==> config.mk <==
export PLATFORM = sky130hd
export DESIGN_NAME = gpr_wb_arbiter
export DESIGN_NICKNAME = d
export VERILOG_FILES = /design/src/rtl/gpr_wb_arbiter.sv
export SDC_FILE = /design/constraint.sdc
export NUM_CORES = 1
export LEC_CHECK = 0
export ABC_AREA = 1
export CAP_MARGIN = 20
export CORE_MARGIN = 10
export CORE_UTILIZATION = 57
export CTS_CLUSTER_DIAMETER = 40
export DETAILED_ROUTE_END_ITERATION = 8
export PLACE_DENSITY = 0.85
export RECOVER_POWER = 50
export SYNTH_ARGS = -nofsm -noshare
export SYNTH_HDL_FRONTEND = slang
export SYNTH_SLANG_ARGS = --single-unit
==> constraint.sdc <==
create_clock -name clk -period 5.08 [get_ports clk]
set_input_delay 0.762 -clock clk [delete_from_list [all_inputs] [get_ports clk]]
set_output_delay 0.762 -clock clk [all_outputs]
set_load 0.01 [all_outputs]
==> src/rtl/gpr_wb_arbiter.sv <==
`default_nettype none
// ============================================================================
// Module   : gpr_wb_arbiter
// Purpose  : Shares the single GPR write port between pipeline write-back
//            and a FIFO-buffered auxiliary requester. Reports pending
//            buffered destinations to ID and requests a stall on starvation.
// Revision : 1.0 - initial release
// ============================================================================
module gpr_wb_arbiter #(
  parameter int DEPTH      = 4,
  parameter int STARVE_MAX = 8
) (
  input  logic        clk,
  input  logic        reset,
  input  logic        i_pipe_we,
  input  logic [4:0]  i_pipe_wa,
  input  logic [31:0] i_pipe_wd,
  input  logic        i_aux_valid,
  output logic        o_aux_ready,
  input  logic [4:0]  i_aux_wa,
  input  logic [31:0] i_aux_wd,
  output logic        o_gpr_we,
  output logic [4:0]  o_gpr_wa,
  output logic [31:0] o_gpr_wd,
  input  logic [4:0]  i_rs_q,
  input  logic [4:0]  i_rt_q,
  output logic        o_rs_pending,
  output logic        o_rt_pending,
  output logic        o_pipe_stall
);

  localparam int c_PTR_W = $clog2(DEPTH);
  localparam int c_CNT_W = $clog2(DEPTH) + 1;
  localparam int c_SC_W  = $clog2(STARVE_MAX + 1);
  localparam logic [c_CNT_W-1:0] c_FULL = c_CNT_W'(DEPTH);
  localparam logic [c_SC_W-1:0]  c_SMAX = c_SC_W'(STARVE_MAX);

  logic [c_PTR_W-1:0] r_rd_ptr;
  logic [c_PTR_W-1:0] r_wr_ptr;
  logic [c_CNT_W-1:0] r_count;
  logic [c_SC_W-1:0]  r_starve;
  logic [DEPTH-1:0]   r_vld;
  logic [4:0]         r_mem_wa [DEPTH];
  logic [31:0]        r_mem_wd [DEPTH];

  logic w_pipe_wr;
  logic w_deq;
  logic w_enq;
  logic w_rs_hit;
  logic w_rt_hit;

  // A pipeline write to r0 is no write at all; nothing reaches the port in reset.
  assign w_pipe_wr   = i_pipe_we && (i_pipe_wa != 5'd0) && !reset;
  assign w_deq       = !w_pipe_wr && (r_count != '0) && !reset;
  assign o_aux_ready = (r_count != c_FULL);
  // Requests to r0 are accepted (handshake completes) but never stored.
  assign w_enq       = i_aux_valid && o_aux_ready && (i_aux_wa != 5'd0);
  assign o_pipe_stall = (r_starve == c_SMAX);

  // Pointer, occupancy and entry-valid bookkeeping.
  always_ff @(posedge clk or posedge reset) begin
    if (reset) begin
      r_rd_ptr <= '0;
      r_wr_ptr <= '0;
      r_count  <= '0;
      r_vld    <= '0;
    end else begin
      if (w_deq) begin
        r_vld[r_rd_ptr] <= 1'b0;
        r_rd_ptr        <= r_rd_ptr + c_PTR_W'(1);
      end
      if (w_enq) begin
        r_vld[r_wr_ptr] <= 1'b1;
        r_wr_ptr        <= r_wr_ptr + c_PTR_W'(1);
      end
      case ({w_enq, w_deq})
        2'b10:   r_count <= r_count + c_CNT_W'(1);
        2'b01:   r_count <= r_count - c_CNT_W'(1);
        default: r_count <= r_count;
      endcase
    end
  end

  // Entry payload storage; contents are only meaningful where r_vld is set.
  always_ff @(posedge clk) begin
    if (w_enq) begin
      r_mem_wa[r_wr_ptr] <= i_aux_wa;
      r_mem_wd[r_wr_ptr] <= i_aux_wd;
    end
  end

  // Saturating count of consecutive cycles the FIFO head lost the port.
  always_ff @(posedge clk or posedge reset) begin
    if (reset) begin
      r_starve <= '0;
    end else if ((r_count == '0) || w_deq) begin
      r_starve <= '0;
    end else if (w_pipe_wr && (r_starve != c_SMAX)) begin
      r_starve <= r_starve + c_SC_W'(1);
    end
  end

  // Strict-priority write port mux: pipeline, then FIFO head, else idle.
  always_comb begin
    o_gpr_we = 1'b0;
    o_gpr_wa = 5'd0;
    o_gpr_wd = 32'd0;
    if (w_pipe_wr) begin
      o_gpr_we = 1'b1;
      o_gpr_wa = i_pipe_wa;
      o_gpr_wd = i_pipe_wd;
    end else if (w_deq) begin
      o_gpr_we = 1'b1;
      o_gpr_wa = r_mem_wa[r_rd_ptr];
      o_gpr_wd = r_mem_wd[r_rd_ptr];
    end
  end

  // Source-register hazard compare against every buffered entry, head included.
  always_comb begin
    w_rs_hit = 1'b0;
    w_rt_hit = 1'b0;
    for (int i = 0; i < DEPTH; i++) begin
      if (r_vld[i] && (r_mem_wa[i] == i_rs_q)) w_rs_hit = 1'b1;
      if (r_vld[i] && (r_mem_wa[i] == i_rt_q)) w_rt_hit = 1'b1;
    end
    o_rs_pending = w_rs_hit && (i_rs_q != 5'd0);
    o_rt_pending = w_rt_hit && (i_rt_q != 5'd0);
  end

endmodule
`default_nettype wire

==> results of run 1 <==
==> metrics by stage <==
| step | power, mW | hold slack [ns] | utilization | instances | cell area [um2] |
|---|---|---|---|---|---|
| after floorplan | 2.936 | 0.4465 | - | 768 | 7605 |
| after global placement | 3.491 | 0.4634 | 0.6836 | 1050 | 8981 |
| after detailed placement | 3.543 | 0.4724 | 0.6836 | 1050 | 8981 |
| after CTS | 4.758 | 0.4947 | 0.7260 | 1082 | 9538 |
| after global routing | 5.042 | 0.5111 | 0.7279 | 1088 | 9563 |
| final | 4.749 | 0.5038 | 0.7281 | 1089 | 9565 |
==> where the power goes <==
part | switching (mW) | leakage [nW] | internal [mW] | total [mW]
Clock | 0.523 | 0.260 | 0.677 | 1.20
Sequential | 0.104 | 1.54 | 1.77 | 1.87
Combinational | 1.07 | 2.00 | 0.613 | 1.68
Total | 1.69 | 3.79 | 3.06 | 4.75
==> final cells by class <==
type                       count  share of cell area
antenna                        6            0.001570
clock buffer                  17             0.04447
clock inverter                15             0.01373
inverter                      57             0.02289
multi-input combinational    517              0.2470
sequential                   163              0.5040
tap                          176             0.02302
timing repair buffer         138              0.1434
==> flip-flops by register name, indices dropped and copies added (netlist names) <==
signal	count
r_rd_ptr	2
r_starve	4
r_mem_wa	20
r_count	3
r_vld	4
r_wr_ptr	2
r_mem_wd	128
==> worst max-delay path, stage by stage <==
cell             delay, ns
dlygate4sd3_1         0.59
nor2_4                0.19
nand2_4               0.10
inv_1                 0.85
nand2_1               0.21
nand2_1               0.17
clkdlybuf4s50_1       0.55
==> cell families after synthesis <==
kind of cell	Yosys count	share of synthesized area
adder cells (fa/ha/maj)	12	0.02073
AND/OR/NAND/NOR	365	0.1910
AO/OA/AOI/OAI	135	0.09411
flip-flops	163	0.6338
buffers and inverters	88	0.05462
XOR/XNOR	5	0.005758
==> synthesized netlist by cell type (7+ instances only) <==
cell type | n | share of area
dfrtp_1 | 15 | 0.049
o22ai_1 | 32 | 0.026
nand3_1 | 20 | 0.013
a21oi_1 | 17 | 0.011
buf_6 | 7 | 0.010
buf_2 | 10 | 0.0066
nor2_1 | 99 | 0.049
ha_1 | 11 | 0.018
clkbuf_1 | 10 | 0.0049
edfxtp_1 | 148 | 0.58
inv_1 | 54 | 0.027
o21ai_0 | 79 | 0.052
o21ai_1 | 7 | 0.0046
nand2_1 | 233 | 0.12
==> final timing paths <==
path                            start             end  slack [ns]
max                             reset     o_gpr_wa[2]        0.90
min                        r_count[0]      r_count[0]        0.50
max reg2reg                r_count[1]  r_mem_wd[1][9]        2.46
min reg2reg                r_count[0]      r_count[0]        0.50
max in group asynchronous       reset     r_rd_ptr[0]        4.01
min in group asynchronous       reset     r_starve[3]        0.86
==> placed cells by master (no fill, tap or decap), drive strengths merged <==
| master | count |
|---|---|
| clkbuf | 17 |
| a21oi | 17 |
| dfrtp | 15 |
| diode | 6 |
| edfxtp | 148 |
| nor2 | 101 |
| o21ai | 86 |
| nand4 | 4 |
| and2 | 1 |
| clkinv | 9 |
| fa | 1 |
| buf | 9 |
| o22ai | 32 |
| inv | 57 |
| dlygate4sd3 | 39 |
| xor2 | 4 |
| nand2 | 235 |
| bufinv | 1 |
| clkinvlp | 5 |
| clkdlybuf4s50 | 90 |
| xnor2 | 1 |
| ha | 11 |
| nor3 | 4 |
| nand3 | 20 |
==> metal layers <==
| layer | global-route usage | routed length (um) |
|---|---|---|
| met5 | 0 | 0 |
| met4 | 0.09569 | 394 |
| met3 | 0.05823 | 1366 |
| met2 | 0.3578 | 9864 |
| met1 | 0.2513 | 7611 |
==> flow_summary.toml, run 1 <==
[floorplan]
placementRows = 42
dieHeight_um = 135.5
start_util = 0.5789
die_w_um = 135.5
dieArea_um2 = 18360
num_io_pins = 130
core-area_um2 = 13140

[global_route]
grt_max_degree = 87
grt_first_pass_wirelength_mm = 30.68
antenna_found_initial = 5
grt_use_total = 0.2133
gr-total-overflow = 0
grt_pass1_vias = 6046

[timing]
rsz0062_at_grt = "no"
fmax_ghz = 0.2395
tns_ns = 0
min_period_ns = 4.175
skew_ns = 0.007258
slew_headroom = 0.2108
maxSlewViolCount = 0
finalSetupViolCount = 0
tightest_slew_ns = 1.184
fin_ws_ns = 0.9046
min_period_over_period = 0.8219
hold_violations = 0

[finish]
multiInputGateArea_um2 = 2362
final_nets = 994
fillers = 925
seqCellArea_um2 = 4821
drive_above_1_share = 0.05072
area_growth_pct = 25.78

[power_and_ir_drop]
vdd_ir_drop_max_uv = 282.4
p_leak_nw = 3.793
p_per_area_nw_per_um2 = 496.5

[cts]
hold_buffers = 0
post-cts-setup-buffers = 0
root_buffer = "clkbuf_16"
tritoncts = "yes"
h-tree-depth = 4
clk_pin_slew_ns = 0.06
cts_sinks = 163
numCtsBuffers = 17
post_cts_resized = 0
clk_latency_ns = 0.42
clock_path_buffers = 2

[setup_path]
required_ns = 4.32
setup.worst_path.end_class = "output port"
cp_data_arrival_time_ns = 3.41
r2r_cells = 8
crit_type = "in2out"
worstPathMaxFanout = 35
crit_path_start_kind = "input port"

[detailed_routing]
wl_per_cell_um = 17.66
drtPass1Iterations = 5
first_iter_violations = 467
final_antenna_net_count = 0
drc = 0
drt-total-wl_mm = 19.24
vias_per_cell = 5.481
vias = 5969

[hold_path]
min_path_type = "reg2reg"
hold_path_depth = 1

[synth]
syn_avg_cell_area_um2 = 9.902
syn_nets = 868
yosysSeqAreaShare = 0.6338
synth_edf_count = 148
yosysWarnings = 0
synth_async_sr_flop_share = 0.09202
synth_flop_cell = "edfxtp_1"
synth_area_um2 = 7605
netlist-cell-type-count = 27
synthCells = 768
synth_seq_cells = 163

[placement]
pre_cts_ws_ns = 1.369
gp_congestion = 0.9662
port_buffers = 129
dp_hpwl_mm = 12.59

[status]
outcome = "finished, final reports clean"

[job]
cap_violations = 0
No activity file was read; power rests on OpenSTA's default activity.
==> inputs of run 2 (changes only) <==
--- a/config.mk
+++ b/config.mk
@@ -8,10 +8,10 @@
 export ABC_AREA = 1
 export CAP_MARGIN = 20
 export CORE_MARGIN = 10
-export CORE_UTILIZATION = 57
+export CORE_UTILIZATION = 48
 export CTS_CLUSTER_DIAMETER = 40
 export DETAILED_ROUTE_END_ITERATION = 8
-export PLACE_DENSITY = 0.85
+export PLACE_DENSITY = 0.76
 export RECOVER_POWER = 50
 export SYNTH_ARGS = -nofsm -noshare
 export SYNTH_HDL_FRONTEND = slang
==> constraint.sdc (replaced) <==
create_clock -name clk -period 3.55 [get_ports clk]
set_input_delay 0.5325 -clock clk [delete_from_list [all_inputs] [get_ports clk]]
set_output_delay 0.5325 -clock clk [all_outputs]
set_load 0.01 [all_outputs]
==> run 2 against run 1 <==
Effect of this change: first-iteration DRC count is 3.6% higher; hold slack worse by 0.029 ns; critical path depth increased by 1; die area rose by 16%; sequential share of layout area decreased by 0.59 points; combinational power grew 45%; via count decreased by 1.4%; highest routed layer is now met5; core utilization decreased by 9.8 points; largest cell class unchanged; register-to-register slack worse by 1.2 ns; global-route usage decreased by 3.3 points.
==> flow_summary.toml, run 2 (synthesis results as in run 1) <==
[status]
outcome = "finished, final reports clean"

[floorplan]
core-area_um2 = 15370
dieHeight_um = 145.9
num_io_pins = 130
dieArea_um2 = 21280
start_util = 0.4947
die_w_um = 145.9
placementRows = 45

[setup_path]
rr_endpoint = "r_count[2]"
crit_top_cell = "nand2_1"
r2r_cells = 12
slowest_delay_ns = 0.58
worstPathMaxFanout = 20
crit_path_start_kind = "input port"
cp_data_arrival_time_ns = 2.65
path_buf_inv = 4
critical_path.cell_chain = "dlygate4sd3_1 > nor2_4 > nand2_4 > inv_2 > buf_12 > nand2_1 > nand2_1 > clkdlybuf4s50_1"
crit_type = "in2out"
r2r_slack_ns = 1.27
required_ns = 3.02
setup.worst_path.end_class = "output port"
critPathTopFamily = "buffers and inverters"
crit_path_top_delay_cell = "dlygate4sd3_1"
r2r-start = "r_count[0]"

[timing]
hold_violations = 0
maxSlewViolCount = 0
min_period_ns = 3.183
tns_ns = 0
finalSetupViolCount = 0
skew_ns = 0.01133
min_period_over_period = 0.8967
rsz0062_at_grt = "no"
fin_ws_ns = 0.3667
fmax_ghz = 0.3141
slew_headroom = 0.4207
tightest_slew_ns = 0.8690

[placement]
dp_cells = 1091
pre_cts_ws_ns = 0.4321
gp_congestion = 0.9411
dp_hpwl_mm = 12.97
port_buffers = 129

[detailed_routing]
vias = 5885
drt-total-wl_mm = 19.12
final_antenna_net_count = 0
drtPass1Iterations = 5
wl_per_cell_um = 17.03
wl_met3_mm = 1.456
vias_per_cell = 5.240
m1WireLength_mm = 8.197
drc = 0
routed.top_layer = "met5"
wl_met2_mm = 9.148
first_iter_violations = 484

[cts]
cts_sinks = 163
clk_pin_slew_ns = 0.06
root_buffer = "clkbuf_16"
post-cts-setup-buffers = 0
numCtsBuffers = 17
clock_path_buffers = 2
h-tree-depth = 4
post_cts_resized = 0
clk_latency_ns = 0.42
hold_buffers = 0
tritoncts = "yes"

[finish]
final_nets = 999
post-route-util = 0.6296
top_regs = "r_mem_wd x128, r_mem_wa x20"
area_growth_pct = 27.26
instances_no_fill = 1123
largest_register_ffs = 128
largest-register = "r_mem_wd"
layout_commonest_cell = "nand2_1"
drive_above_1_share = 0.05275
layout_common_cells = "nand2_1 (233), edfxtp_1 (148), nor2_1 (99), clkdlybuf4s50_1 (91), o21ai_0 (80)"

[hold_path]
whs_endpoint = "r_count[0]"
holdCritStartpoint = "r_count[0]"
hold_path_depth = 1
min_path_type = "reg2reg"

[global_route]
antenna_found_initial = 3
grt_max_degree = 87
grt_use_total = 0.1800
gr-total-overflow = 0
grt_pass1_vias = 6027
grt_first_pass_wirelength_mm = 30.82

[power_and_ir_drop]
p_leak_nw = 3.844
total_power_mw = 6.832
p_per_area_nw_per_um2 = 706.0
vdd_ir_drop_max_uv = 451.2

[job]
cap_violations = 0
## run 2: changes by cell type in the layout (fill, tap and decap cells not counted), moves of 2 or more
cell	before	now
clkinv_1	6	4
clkinv_4	1	3
clkbuf_1	0	5
clkinv_2	2	5
inv_6	4	1
clkinvlp_4	5	0
buf_12	1	5
diode_2	6	2
## run 2: worst reg2reg max path, stage by stage (launching register included)
cell and delay [ns]:
dfrtp_1 0.36, inv_1 0.09, nand3_1 0.12, nand2_1 0.09, inv_1 0.10, nand2_4 0.08, clkinv_4 0.27, ha_1 0.22
inv_1 0.07, fa_1 0.37, a21oi_1 0.14, o21ai_0 0.11, xor2_1 0.15
## run 2: worst max-delay path by stage
stage / endpoint / start / depth (start not counted)
2_1_floorplan: r_count[2] / reset / 12
3_3_place_gp: o_gpr_wd[5] / i_pipe_we / 9
3_5_place_dp: o_gpr_wa[1] / i_pipe_wa[3] / 9
4_1_cts: o_gpr_wa[1] / i_pipe_wa[3] / 9
5_1_grt: o_gpr_wd[8] / reset / 8
6_report: o_gpr_wd[8] / reset / 8
## run 2: cell type report
class                   instances  area [um2]
fillers                      1237        5693
flip-flops and latches        163        4821
multi-input cells             517        2370
repair buffers                143        1451
clock buffers                  20       436.7
well taps                     211       264.0
inverters                      57       219.0
clock inverters                10       111.4
diodes                          2       5.005
## run 2: routing by layer
layer | global-route usage | vias up
met5 | 0 | -
met4 | 0.06471 | 2
met3 | 0.05247 | 29
met2 | 0.2971 | 221
met1 | 0.2191 | 2771
li1 | - | 2862
## run 2: power breakdown
group	total (mW)	leakage (nW)	internal (mW)	switching (mW)
combinational	2.44	2.03	0.934	1.51
sequential	2.68	1.54	2.53	0.150
clock	1.71	0.274	1.02	0.688
total	6.83	3.84	4.49	2.35
## run 2: metrics by stage
stage	area (um2)	hold WS [ns]
after floorplan	7605	0.4422
after global placement	9133	0.4629
after detailed placement	9133	0.4645
after CTS	9681	0.4777
after global routing	9678	0.5045
final	9678	0.4744
==> inputs of run 3 (changes only) <==
--- a/config.mk
+++ b/config.mk
@@ -11,6 +11,7 @@
 export CORE_UTILIZATION = 48
 export CTS_CLUSTER_DIAMETER = 40
 export DETAILED_ROUTE_END_ITERATION = 8
+export MAX_ROUTING_LAYER = met4
 export PLACE_DENSITY = 0.76
 export RECOVER_POWER = 50
 export SYNTH_ARGS = -nofsm -noshare
==> constraint.sdc (replaced) <==
create_clock -name clk -period 2.7 [get_ports clk]
set_input_delay 0.405 -clock clk [delete_from_list [all_inputs] [get_ports clk]]
set_output_delay 0.405 -clock clk [all_outputs]
set_load 0.01 [all_outputs]
==> run 3 against run 2 <==
Effect of this change: hold slack gained 0.015 ns; clock power grew 36%; via count grew 2.5%; setup slack lost 0.25 ns; critical path type unchanged.
==> flow_summary.toml, run 3 (synthesis results as in run 1) <==
[power_and_ir_drop]
vdd_ir_drop_max_uv = 577.6
p_leak_nw = 4.525
p_per_area_nw_per_um2 = 922.9

[placement]
gp_congestion = 0.9473
port_buffers = 129
place_area_um2 = 9360
dp_hpwl_mm = 13.60
dp_cells = 1113
pre_cts_ws_ns = -0.01129

[finish]
final_area_um2 = 10120
top_regs = "r_mem_wd x128, r_mem_wa x20"
fillers = 1190
layout_commonest_cell = "nand2_1"
final_nets = 1025
largest_register_ffs = 128
drive_above_1_share = 0.08218
largest-register = "r_mem_wd"
post-route-util = 0.6584
instances_no_fill = 1152
layout_common_cells = "nand2_1 (233), edfxtp_1 (148), nor2_1 (99), o21ai_0 (79), clkdlybuf4s50_1 (53)"
area_growth_pct = 33.07

[floorplan]
core-area_um2 = 15370
die_w_um = 145.9
num_io_pins = 130
placementRows = 45
dieArea_um2 = 21280
dieHeight_um = 145.9
start_util = 0.4947

[detailed_routing]
wl_per_cell_um = 17.35
first_iter_violations = 427
vias = 6034
final_antenna_net_count = 0
drtPass1Iterations = 5
drc = 0
vias_per_cell = 5.238
drt-total-wl_mm = 19.99

[setup_path]
r2r-start = "r_count[1]"
r2r_slack_ns = 0.41
cp_data_arrival_time_ns = 2.18
required_ns = 2.30
critPathLaunch = "i_pipe_wa[2]"
crit_type = "in2out"
setup.worst_path.end_class = "output port"
crit_path_start_kind = "input port"
worstPathMaxFanout = 10

[timing]
tightest_slew_ns = 0.8307
fin_ws_ns = 0.1154
skew_ns = 0.009155
rsz0062_at_grt = "no"
finalSetupViolCount = 0
maxSlewViolCount = 0
slew_headroom = 0.4462
fmax_ghz = 0.3869
hold_violations = 0
min_period_ns = 2.585
tns_ns = 0
min_period_over_period = 0.9573

[cts]
root_buffer = "clkbuf_16"
cts_sinks = 163
clk_latency_ns = 0.43
tritoncts = "yes"
numCtsBuffers = 17
clock_path_buffers = 2
h-tree-depth = 4
hold_buffers = 0
clk_pin_slew_ns = 0.06

[status]
outcome = "finished, final reports clean"

[hold_path]
holdCritStartpoint = "r_count[0]"
min_path_type = "reg2reg"

[job]
cap_violations = 0

[global_route]
antenna_found_initial = 4
grt_first_pass_wirelength_mm = 31.04
grt_use_total = 0.1880
grt_pass1_vias = 6069
grt_max_degree = 65
gr-total-overflow = 0
-- run 3: changes by cell type in the layout (fill, tap and decap cells not counted), sizes merged, moves of 2 or more --
cell,before,now
clkdlybuf4s50,91,53
dlymetal6s2s,0,38
buf,12,32
clkinvlp,0,5
clkbuf,22,25
clkinv,12,10
diode,2,4
-- run 3: routing by layer --
| metal | global-route usage | up-vias | part of all wire |
|---|---|---|---|
| li1 | - | 2923 | - |
| met1 | 0.2180 | 2839 | 0.43 |
| met2 | 0.3039 | 229 | 0.49 |
| met3 | 0.04688 | 43 | 0.060 |
| met4 | 0.08241 | 0 | 0.025 |
| met5 | - | - | 0 |
-- run 3: path summary, 6_finish.rpt --
check / endpoint / depth (start not counted)
worst max-delay path: o_gpr_wd[27] / 10
worst min-delay path: r_count[0] / 1
worst max register to register: r_count[2] / 13
worst min register to register: r_count[0] / 1
max in group asynchronous: r_rd_ptr[0] / 3
min in group asynchronous: r_starve[0] / 3
-- run 3: area by class of cell --
type | count | area [um2] | area share
clock buffers | 17 | 425.4 | 0.04204
repair buffers | 169 | 1844 | 0.1822
diodes | 4 | 10.01 | 0.0009891
clock inverters | 14 | 153.9 | 0.01521
well taps | 211 | 264.0 | 0.02609
multi-input cells | 517 | 2370 | 0.2342
inverters | 57 | 231.5 | 0.02287
flip-flops and latches | 163 | 4821 | 0.4764
-- run 3: timing repair --
action	4_1_cts	5_1_grt
pin swaps	0	3
cloned	0	3
resized for setup	3	44
endpoints found under the setup margin	23	37
endpoints found under the hold margin	0	0
buffers inserted	0	1
-- run 3: metrics by stage --
stage	hold slack (ns)	power [mW]
5_1_grt	0.5182	9.894
2_1_floorplan	0.3147	5.523
6_report	0.4897	9.339
3_5_place_dp	0.4671	6.946
4_1_cts	0.4249	9.276
3_3_place_gp	0.4636	6.878
-- run 3: worst max-delay path: stages --
cell,delay [ns]
clkdlybuf4s50_1,0.44
nor2_2,0.16
nand4_4,0.12
nand2_4,0.11
nand2_4,0.06
clkinv_4,0.11
buf_12,0.13
nand2_1,0.05
nand2_1,0.05
clkdlybuf4s50_1,0.53
-- run 3: power breakdown --
part           total (mW)  internal (mW)  switching [mW]
Combinational        3.48           1.40            2.08
Clock                2.32           1.36           0.962
Sequential           3.54           3.32           0.214
